## src/rtl/channel_matrix_loader.sv

```systemverilog
`ifndef WL
`define WL 16
`endif
// Purpose: collects one H (N x N, row-major) plus y (N) word stream into a frame buffer for the Givens stage.
// Latency: out_valid rises 1 cycle after the last word of a frame is accepted.
// Backpressure: in_ready is low while a full frame is held; it returns 1 cycle after out_valid && out_ready.
//
// Ports:
//   clk, rst (async, active low)
//   in_data/in_valid/in_sof/in_ready  : element word stream, H row-major then y
//   Hmatrix_o/Yarray_o/out_valid/out_ready : held frame, element (r,c) at WL*(N*r+c)
//   frame_err                         : one-cycle pulse when in_sof restarts a partial frame
module channel_matrix_loader #(
  parameter int WL = `WL,
  parameter int N  = 8
) (
  input  logic              clk,
  input  logic              rst,
  input  logic [WL-1:0]     in_data,
  input  logic              in_valid,
  input  logic              in_sof,
  output logic              in_ready,
  output logic [WL*N*N-1:0] Hmatrix_o,
  output logic [WL*N-1:0]   Yarray_o,
  output logic              out_valid,
  input  logic              out_ready,
  output logic              frame_err
);

  localparam int NH    = N * N;
  localparam int L     = NH + N;
  localparam int IDX_W = $clog2(L);

  typedef enum logic {
    LOAD = 1'b0,
    FULL = 1'b1
  } state_t;

  state_t           state_q, state_d;
  logic [IDX_W-1:0] idx_q, idx_d;
  logic [WL-1:0]    elem_q [L];
  logic [WL-1:0]    elem_d [L];
  logic             frame_err_q, frame_err_d;

  logic             accept;
  logic             restart;
  logic [IDX_W-1:0] wr_idx;

  // Handshake outputs come straight from the state register.
  assign in_ready  = (state_q == LOAD);
  assign out_valid = (state_q == FULL);
  assign frame_err = frame_err_q;

  assign accept  = in_valid && in_ready;
  // A start-of-frame marker in the middle of a frame abandons the partial frame
  // and is written as the first element of a new one.
  assign restart = in_sof && (idx_q != '0);
  assign wr_idx  = restart ? '0 : idx_q;

  always_comb begin
    state_d     = state_q;
    idx_d       = idx_q;
    elem_d      = elem_q;
    frame_err_d = 1'b0;

    case (state_q)
      LOAD: begin
        if (accept) begin
          // H and y share one flat buffer: H(r,c) lands at N*r+c, y[j] at N*N+j.
          for (int k = 0; k < L; k++) begin
            if (wr_idx == IDX_W'(k)) begin
              elem_d[k] = in_data;
            end
          end
          if (restart) begin
            idx_d       = IDX_W'(1);
            frame_err_d = 1'b1;
          end else if (idx_q == IDX_W'(L - 1)) begin
            idx_d   = '0;
            state_d = FULL;
          end else begin
            idx_d = idx_q + IDX_W'(1);
          end
        end
      end
      FULL: begin
        if (out_ready) begin
          state_d = LOAD;
        end
      end
      default: state_d = LOAD;
    endcase
  end

  always_ff @(posedge clk or negedge rst) begin
    if (!rst) begin
      state_q     <= LOAD;
      idx_q       <= '0;
      frame_err_q <= 1'b0;
      for (int k = 0; k < L; k++) begin
        elem_q[k] <= '0;
      end
    end else begin
      state_q     <= state_d;
      idx_q       <= idx_d;
      frame_err_q <= frame_err_d;
      elem_q      <= elem_d;
    end
  end

  // Buffer is presented directly; contents stay visible after handoff.
  for (genvar k = 0; k < NH; k++) begin : g_h
    assign Hmatrix_o[WL*k +: WL] = elem_q[k];
  end
  for (genvar j = 0; j < N; j++) begin : g_y
    assign Yarray_o[WL*j +: WL] = elem_q[NH+j];
  end

endmodule

```

## config.mk

```make
export PLATFORM = sky130hd
export DESIGN_NAME = channel_matrix_loader
export DESIGN_NICKNAME = d
export VERILOG_FILES = /design/src/rtl/channel_matrix_loader.sv
export SDC_FILE = /design/constraint.sdc
export NUM_CORES = 1
export LEC_CHECK = 0
export CAP_MARGIN = 20
export CORE_AREA = 4 4 461 463
export DETAILED_ROUTE_END_ITERATION = 8
export DIE_AREA = 0 0 465 467
export PLACE_DENSITY = 0.38
export SYNTH_ARGS = -nofsm -noshare
export SYNTH_HDL_FRONTEND = slang
export SYNTH_SLANG_ARGS = --single-unit
```

## constraint.sdc

```tcl
create_clock -name clk -period 7.1 [get_ports clk]
set_clock_uncertainty 0.05 [all_clocks]
set_input_delay 1.42 -clock clk [delete_from_list [all_inputs] [get_ports clk]]
set_output_delay 1.42 -clock clk [all_outputs]
set_load 0.1 [all_outputs]
```

After elaboration in Yosys (flattened, before gate mapping):

Index checks and enable logic that the tools add are counted.

* $add $sub $neg: 1
* equal/unequal tests: 72
* mux-type cells: 11
* bitwise operators: 1
* reduce and logical (&&, ||, !) cells: 77

Operators with widths (number)
* 7-bit by 6-bit == test with 1-bit output (second input constant): 32
* 3-bit AND reduction: 72
* 7-bit by 5-bit == test with 1-bit output (second input constant): 16
* 7-bit == test (second input constant): 9
* 7-bit by 4-bit == test with 1-bit output (second input constant): 8
* 7-bit by 3-bit == test with 1-bit output (second input constant): 4
* 7-bit 2-to-1 mux: 3
* 7-bit by 2-bit == test with 1-bit output (second input constant): 2
* 7-bit by 1-bit adder with 7-bit output (second input constant): 1
* 7-bit by 1-bit == test with 1-bit output (second input constant): 1
* 7-bit logical NOT: 1
* 1-bit 2-to-1 mux: 7
* 7-bit nonzero test: 1
* 1-bit logical AND: 2
* 1-bit one-hot mux with 2 select lines: 1
* 2-bit AND reduction: 1
* 1-bit inverter: 1

* flip-flop bits (word level): 1161

Depth between registers and ports, before layout:

Gate-level depths: netlist (run 1).

* depth in word-level cells: 5
* depth in mapped cells: 8
* depth with buffers taken out: 6

Worst setup path after synthesis (run 1):

Ideal clock, no wire load.

* path kind: input-to-reg
* start: input in_valid
* end: register elem_q (netlist bit Hmatrix_o[21])
* setup time: 0.125 ns
* arrival: 3.051 ns
* data required time: 6.925 ns
* slack: 3.873 ns
* cell stages on the path: 6
* path through: nor2b_1 > buf_2 > nand3_1 > nor2_1 > buf_2 > mux2_2

* word-level cells in the longest chain between the ends: 2

Ends and longest elaborated chain
* start: declaration: RTL line 20 `input logic in_valid,`
* 1-bit logical AND: RTL line 54 `assign accept = in_valid && in_ready;`
* 3-bit AND reduction (no line)
* end signal: assignment: RTL line 107 `elem_q <= elem_d;`
* end: declaration: RTL line 41 `logic [WL-1:0] elem_q [L];`

No other way between the ends.
A chain may end at the register's enable or synchronous reset.

Worst setup path after layout (run 1):

* start: register state_q (netlist: out_valid)
* end: output in_ready

* word-level cells in the longest chain between the ends: 1

Ends and longest elaborated chain
* start: declaration: RTL line 39 `state_t state_q, state_d;`
* start signal: assignment: RTL line 104 `state_q <= state_d;`
* 1-bit inverter (no line)
* end: declaration: RTL line 22 `output logic in_ready,`

No other way between the ends.

==> results of run 1 <==
## per-stage QoR
step | hold WS [ps] | setup slack (ps) | util [%]
after global placement | 418.4 | 2385 | 28.10
after global routing | 450.3 | 2943 | 30.34
after floorplan | 538.4 | 3873 | -
final | 431.0 | 3055 | 30.36
after CTS | 436.8 | 2977 | 30.32
after detailed placement | 423.7 | 2363 | 28.16
## worst register-to-register path, stage by stage (launching register included)
cell and delay [ps]:
dfrtp_1 490, nand2b_1 400, nor3_4 760, buf_4 310, nand2_1 550, mux2_2 530
## layout by cell type, fill, tap and decap left out, drive strengths merged
master,count
or3b,1
xor2,3
buf,99
clkinv,16
inv,9
dfrtp,1161
nor4b,1
nor2,36
nand3,7
nand4,1
clkdlybuf4s50,1135
clkinvlp,2
a21oi,4
mux2,1152
or3,2
and4b,1
nand2,60
nand3b,2
or4b,4
xnor2,1
nand4bb,1
nor3,3
clkbuf,224
ha,2
diode,15
nor2b,1
nor3b,1
a31oi,1
o21ai,4
nand2b,4
nor4,2
or4,1
or2,4
## flip-flops by register name (all words and copies together) (netlist names)
name,cells
frame_err,1
Yarray_o,128
out_valid,1
Hmatrix_o,1024
idx_q,7
## worst max-delay path by stage
stage | end | depth (start not counted)
CTS | in_ready | 2
floorplan | Hmatrix_o[21] | 6
detailed placement | Hmatrix_o[923] | 6
finish | in_ready | 2
global route | in_ready | 2
global placement | Hmatrix_o[970] | 5
## cell usage after synthesis (all sizes together)
master | n | area share, %
a21oi | 4 | 0.054
a31oi | 1 | 0.014
and4b | 1 | 0.023
buf | 91 | 1.1
clkbuf | 126 | 1.1
dfrtp | 1161 | 66
ha | 2 | 0.057
inv | 4 | 0.034
mux2 | 1152 | 30
nand2 | 60 | 0.58
nand2b | 4 | 0.057
nand3 | 7 | 0.10
nand3b | 2 | 0.034
nand4 | 1 | 0.014
nand4bb | 1 | 0.026
nor2 | 36 | 0.62
nor2b | 1 | 0.014
nor3 | 3 | 0.068
nor3b | 1 | 0.017
nor4 | 2 | 0.028
nor4b | 1 | 0.054
o21ai | 4 | 0.054
or2 | 4 | 0.057
or3 | 2 | 0.028
or3b | 1 | 0.020
or4 | 1 | 0.026
or4b | 4 | 0.12
xnor2 | 1 | 0.020
xor2 | 3 | 0.060
## layer usage
layer	up-vias	global-route usage (%)	part of all wire, %
met5	-	0	0.0065
met4	2	5.545	3.2
met3	234	8.058	10
met2	1017	29.15	46
met1	14700	21.44	40
li1	11720	-	-
## power groups by stage
stage               sequential [mW]  clock, mW  combinational, mW
finish                         7.56       7.13               7.29
global route                   7.64       7.67               7.52
CTS                            7.56       7.43               7.39
detailed placement             7.66          0               7.37
global placement               7.64          0               7.40
floorplan                      12.0          0              0.817
## cell type report
cell class | instances | area [um2] | area share, %
flip-flops and latches | 1161 | 29050 | 45.85
multi-input cells | 1299 | 13950 | 22.01
repair buffers | 1234 | 12300 | 19.41
clock buffers | 224 | 4280 | 6.755
well taps | 2805 | 3510 | 5.538
clock inverters | 23 | 226.5 | 0.3574
diodes | 15 | 37.54 | 0.05923
inverters | 4 | 15.01 | 0.02369
## cells by family (layout without fill, tap and decap cells)
group | count (synthesis) | count (layout) | share of synthesized area (%)
xor+xnor | 4 | 4 | 0.07975
flops | 1161 | 1161 | 66.12
mux | 1152 | 1152 | 29.52
fa+ha+maj | 2 | 2 | 0.05694
other cells | 0 | 15 | 0
buf+inv | 221 | 1485 | 2.213
compound gates | 9 | 9 | 0.1224
simple gates | 132 | 132 | 1.882
==> flow_summary.toml, run 1 <==
[power_and_ir_drop]
p_clk_share_pct = 32.4
p_sw_mw = 9.106
p_sw_share_pct = 41.41
power_mw = 21.99
p_comb_share_pct = 33.2
peakVddDrop_mv = 0.4346
internal_power_mw = 12.88
p_leak_nw = 29.71
power_frac_seq_pct = 34.4
powerDensity_nw_per_um2 = 347.0

[clock_network]
cts-root-buf = "clkbuf_16"
cts_tree = "built"
insertion_delay_ps = 760
cts_resized = 0
clkSinkCount = 1161
clkTransAtPathRegs_ps = 60
cts_made_buffers = 145
ctsHoldBuffers = 0
cts_setup_buffers = 0
clock_path_buffers = 3
htreeDepth = 4

[global_route]
grt_usage_pct = 18.00
grt-ovfl-total = 0
grt_max_degree = 151
grt_pass1_wl_um = 270200
antenna_found_initial = 23
grt_pass1_vias = 29820

[worst_setup_path]
end_kind = "primary output"
worstPathRequired_ps = 5630
cp_cell_sequence = "inv_1 > clkdlybuf4s50_1"
crit_arrival_ps = 2570
cp-startpoint = "out_valid"
crit_family = "buffers and inverters"
r2r_slack_ps = 3870
worst_setup_path_start_kind = "flip-flop"
crit_fanout = 6
reg2reg_from = "out_valid"
critPathMaxStageDelay_ps = 1200
rr_worst_depth = 5
critPathKind = "flip-flop to primary output"
cp_num_buf_inv = 2
r2r-end = "Hmatrix_o[925]"
cpMaxStageDelayCell = "clkdlybuf4s50_1"

[yosys]
yosysUniqueCellTypes = 42
synth_seq_cells = 1161
synth_nets = 2704
synthCells = 2681
netlist_area_um2 = 43940
yosysWarnings = 0
syn_avg_cell_area_um2 = 16.39
seq_area_frac_synth_pct = 66.12

[routing]
num_vias = 27670
dr.pass1.iters = 5
viasPerCell = 4.090
antenna_left = 0
wire_per_inst_um = 29.57
totalWireLength_um = 200100
drt_iter0_markers = 1039
drc_errors = 0

[die]
initial_core_util_pct = 21.05
ios = 1176
die_h_um = 467
core_um2 = 208700
die_width_um = 465
die-area_um2 = 217200
num_rows = 168

[timing]
fmaxAchievable_ghz = 0.2472
worst_pin_slew_ps = 1203
relSlewSlack_pct = 19.57
fin_crit_ps = 4045
hold_viol_final = 0
period_share_pct = 56.97
final_max_slew_viol_count = 0
setup_viol = 0
setup_tns_ps = 0
grt_setup_unrepaired = "no"

[placement]
numPlacedInstances = 6500
gp_congestion = 0.7177
place_area_um2 = 58770
hpwl_um = 134900
port_buffers = 1175

[final_layout]
drive_gt1_share_pct = 35.67
area_delta_synth_final_pct = 44.22
fin_area_um2 = 63370
layout.nets = 3868
fill_cells = 21220
instances_no_fill = 6765

[min_path]
hold-path-endpoint = "Hmatrix_o[492]"
hold_depth = 1
min_from = "Hmatrix_o[492]"
hold_path.class = "flip-flop to flip-flop"

[job]
maxCapViolCount = 0

[run_status]
status = "completed"
Note: power is estimated with default switching activity, not from simulation.
==> run 2, diff against run 1 <==
clock period = 4.2 ns   (was 7.1 ns; I/O delays follow)
==> flow_summary.toml, run 2 (same netlist as run 1, synthesis figures left out) <==
[run_status]
status = "completed"

[clock_network]
ctsHoldBuffers = 0
htreeDepth = 4
insertion_delay_ps = 760
cts-root-buf = "clkbuf_16"
clock_path_buffers = 3
clkTransAtPathRegs_ps = 50
cts_resized = 0
cts_setup_buffers = 0
clkSinkCount = 1161
cts_made_buffers = 146
cts_tree = "built"

[power_and_ir_drop]
peakVddDrop_mv = 0.4712
powerDensity_nw_per_um2 = 583.8
p_leak_nw = 30.35

[final_layout]
layout.nets = 3947
largest_reg_flops = 1024
multi_input_area_um2 = 13950
seqCellArea_um2 = 29050
instances_no_fill = 6851
layout_commonest_cell = "dfrtp_1"
area_delta_synth_final_pct = 47.38
fill_cells = 21080
drive_gt1_share_pct = 36.79
most-common-layout-cells = "dfrtp_1, clkdlybuf4s50_1, mux2_2, clkbuf_16, buf_4"
fin_util_pct = 31.02

[timing]
fin_crit_ps = 3440
setup_ws_ps = 759.7
fmaxAchievable_ghz = 0.2907
hold_viol_final = 0
final_max_slew_viol_count = 0
hold_slack_ps = 17.75
setup_tns_ps = 0
grt_setup_unrepaired = "no"
period_share_pct = 81.91
setup_viol = 0
worst_pin_slew_ps = 1195
relSlewSlack_pct = 20.07

[job]
maxCapViolCount = 0

[worst_setup_path]
reg2reg_from = "idx_q[4]"
worstPathRequired_ps = 3310
crit_fanout = 6
r2r-end = "Hmatrix_o[760]"
cp-startpoint = "out_valid"
worst_setup_path_start_kind = "flip-flop"
rr_worst_depth = 4
r2r_slack_ps = 1460
crit_arrival_ps = 2550
end_kind = "primary output"
critPathKind = "flip-flop to primary output"

[die]
die_width_um = 465
num_rows = 168
die_h_um = 467
core_um2 = 208700
ios = 1176
die-area_um2 = 217200
initial_core_util_pct = 21.05

[global_route]
grt_pass1_wl_um = 273000
grt-ovfl-total = 0
grt_pass1_vias = 30200
grt_usage_pct = 18.10
grt_max_degree = 109
antenna_found_initial = 17

[routing]
dr.pass1.iters = 4
viasPerCell = 4.083
drt_iter0_markers = 1113
wire_per_inst_um = 29.29
antenna_left = 0
drc_errors = 0
num_vias = 27980
totalWireLength_um = 200700

[placement]
hpwl_um = 138600
place_ws_ps = 627.0
gp_congestion = 0.7386
numPlacedInstances = 6579
port_buffers = 1175

[min_path]
hold_path.class = "input pin to async pin"
## run 2: cell count changes in the layout (fill, tap and decap cells not counted), sizes merged
cell           previous run  this run
buf                      99       163
inv                       9         7
clkdlybuf4s50          1135      1149
clkinvlp                  2         0
bufinv                    0         5
diode                    15        18
clkinv                   16        20
## run 2: worst max-delay path by stage
stage | end | slack [ps] | depth (start not counted)
after floorplan | Hmatrix_o[661] | 1490 | 7
after global placement | Hmatrix_o[763] | 620 | 5
after detailed placement | Hmatrix_o[762] | 630 | 5
after CTS | in_ready | 670 | 2
after global routing | in_ready | 640 | 2
final | in_ready | 760 | 2
## run 2: final cells by class
type	count	area share [%]
Sequential cell	1161	44.86
Inverter	4	0.02319
Multi-Input combinational cell	1299	21.54
Clock inverter	28	0.5681
Clock buffer	224	6.772
Tap cell	2805	5.420
Timing Repair Buffer	1312	20.74
Antenna cell	18	0.06956
## run 2: where the power goes
part / leakage, nW / internal, mW / switching [mW]
Combinational: 12.1 / 2.67 / 9.77
Clock: 2.33 / 7.48 / 5.06
Sequential: 16.0 / 12.2 / 0.591
Total: 30.4 / 22.4 / 15.4
## run 2: worst max-delay path: stages (launching register included)
cell and delay [ps]:
dfrtp_1 470, inv_1 120, clkdlybuf4s50_1 1200
## run 2: per-stage QoR
stage / total power [mW] / instance area (um2)
detailed placement: 25.52 / 59920
global placement: 25.50 / 59630
global route: 39.29 / 64710
CTS: 38.45 / 64670
finish: 37.80 / 64760
floorplan: 21.74 / 43940
## run 2: per-layer routing
metal | vias up | share of wire [%] | wire length [um] | GRT usage [%]
met1 | 14870 | 40 | 80850 | 21.82
met5 | - | 0.0065 | 13 | 0
met2 | 1007 | 47 | 94530 | 29.63
li1 | 11880 | - | - | -
met4 | 2 | 2.7 | 5479 | 4.875
met3 | 215 | 9.9 | 19800 | 7.683
==> run 3, diff against run 2 <==
clock period = 3.3 ns   (was 4.2 ns; I/O delays follow)
==> flow_summary.toml, run 3 (same netlist as run 1, synthesis figures left out) <==
[run_status]
status = "completed"

[global_route]
gr-usage-met2_pct = 28.71
grt_usage_pct = 17.90
grt_pass1_wl_um = 269800
grt_pass1_vias = 29960
grt-ovfl-total = 0
use_met3_pct = 7.355
grt_max_degree = 73
gr-max-usage-layer = "met2"
antenna_found_initial = 23
met1_usage_pct = 21.96

[worst_setup_path]
cpMaxStageDelayCell = "dfrtp_1"
worst_setup_path_start_kind = "flip-flop"
worstPathRequired_ps = 3900
cp_num_buf_inv = 2
critPathMaxStageDelay_ps = 520
cp_cell_sequence = "inv_1 > ha_1 > or4b_1 > a21oi_1 > nand3_2 > buf_4 > mux2_2"
reg2reg_from = "idx_q[1]"
critPathKind = "flip-flop to flip-flop"
crit_fanout = 16
end_kind = "flip-flop"
r2r-end = "Hmatrix_o[262]"
rr_worst_depth = 7
r2r_slack_ps = 720
crit_family = "simple AND/OR/NAND/NOR gates"
crit_arrival_ps = 3190

[timing]
setup_tns_ps = 0
setup_ws_ps = 718.3
relSlewSlack_pct = 45.48
setup_viol = 0
period_share_pct = 78.23
fin_crit_ps = 2582
final_max_slew_viol_count = 0
worst_pin_slew_ps = 817.8
hold_viol_final = 0
grt_setup_unrepaired = "no"
fmaxAchievable_ghz = 0.3873

[final_layout]
most-common-layout-cells = "buf_4, dfrtp_1, mux2_2, clkbuf_16, mux2_1"
layout.nets = 3978
fill_cells = 21330
drive_gt1_share_pct = 65.45
largest_reg_flops = 1024
area_delta_synth_final_pct = 42.07
layout_commonest_cell = "buf_4"

[clock_network]
htreeDepth = 4
cts-root-buf = "clkbuf_16"
ctsHoldBuffers = 1
cts_tree = "built"
clkSinkCount = 1161
cts_made_buffers = 146
insertion_delay_ps = 790
cts_setup_buffers = 0
clock_path_buffers = 3
clkTransAtPathRegs_ps = 60
cts_resized = 0

[die]
die-area_um2 = 217200
die_width_um = 465
core_um2 = 208700
num_rows = 168
die_h_um = 467
initial_core_util_pct = 21.05
ios = 1176

[power_and_ir_drop]
p_leak_nw = 32.88
powerDensity_nw_per_um2 = 764.3
peakVddDrop_mv = 0.7146

[routing]
num_vias = 28320
antenna_left = 0
dr.pass1.iters = 4
drc_errors = 0
viasPerCell = 4.114
totalWireLength_um = 199100
drt_iter0_markers = 1132
wire_per_inst_um = 28.92

[placement]
port_buffers = 1175
gp_congestion = 0.7425
place_ws_ps = 193.5
hpwl_um = 134800

[job]
maxCapViolCount = 0

[min_path]
hold_path.class = "input pin to async pin"
run 3: cell types whose count changed in the layout (fill, tap and decap cells not counted), sizes merged:
cell	previous run	this run
buf	163	1339
clkinvlp	0	1
clkinv	20	19
inv	7	8
dlygate4sd3	0	1
diode	18	14
clkdlybuf4s50	1149	3
clkbuf	224	230
run 3: how the worst max path moves through the flow:
| stage | startpoint | to | slack [ps] | depth (start not counted) |
|---|---|---|---|---|
| 2_1_floorplan | out_valid | Hmatrix_o[661] | 590 | 7 |
| 3_3_place_gp | in_sof | Hmatrix_o[499] | 180 | 6 |
| 6_report | idx_q[1] | Hmatrix_o[262] | 720 | 7 |
| 3_5_place_dp | in_sof | Hmatrix_o[499] | 190 | 6 |
| 5_1_grt | idx_q[1] | Hmatrix_o[8] | 610 | 7 |
| 4_1_cts | idx_q[1] | Hmatrix_o[5] | 690 | 7 |
run 3: worst reg2reg max path: cells and delay by family (launching register included):
family | cells | cell delay [ps]
AND/OR/NAND/NOR | 2 | 590
adder cells (fa/ha/maj) | 1 | 200
buffers and inverters | 2 | 490
AO/OA/AOI/OAI | 1 | 210
flip-flops | 1 | 520
multiplexers | 1 | 390
run 3: per-layer routing:
metal | wire [um] | part of all wire (%)
met3 | 18730 | 9.4
met5 | 35 | 0.018
met2 | 92180 | 46
met1 | 82140 | 41
met4 | 6040 | 3.0
run 3: cell type report:
type	instances	area [um2]	area share [%]
flip-flops and latches	1161	29050	46.54
multi-input cells	1299	13950	22.34
repair buffers	1343	11070	17.73
clock buffers	230	4417	7.075
well taps	2805	3510	5.622
clock inverters	29	379.1	0.6073
diodes	14	35.03	0.05612
inverters	4	15.01	0.02405
run 3: metrics by stage:
step / instance area [um2] / std cells / hold slack [ps] / power (mW) / util [%]
2_1_floorplan: 43940 / 2681 / 314.4 / 27.67 / -
3_3_place_gp: 57580 / 6611 / 421.7 / 31.92 / 27.59
3_5_place_dp: 57580 / 6611 / 425.9 / 31.93 / 27.59
4_1_cts: 62390 / 6871 / 258.6 / 48.56 / 29.89
5_1_grt: 62390 / 6871 / 283.0 / 49.52 / 29.89
6_report: 62420 / 6885 / 352.3 / 47.71 / 29.91
run 3: power by group:
part           switching, mW  internal, mW
clock                   6.58          9.58
combinational           12.3          2.94
sequential             0.786          15.6
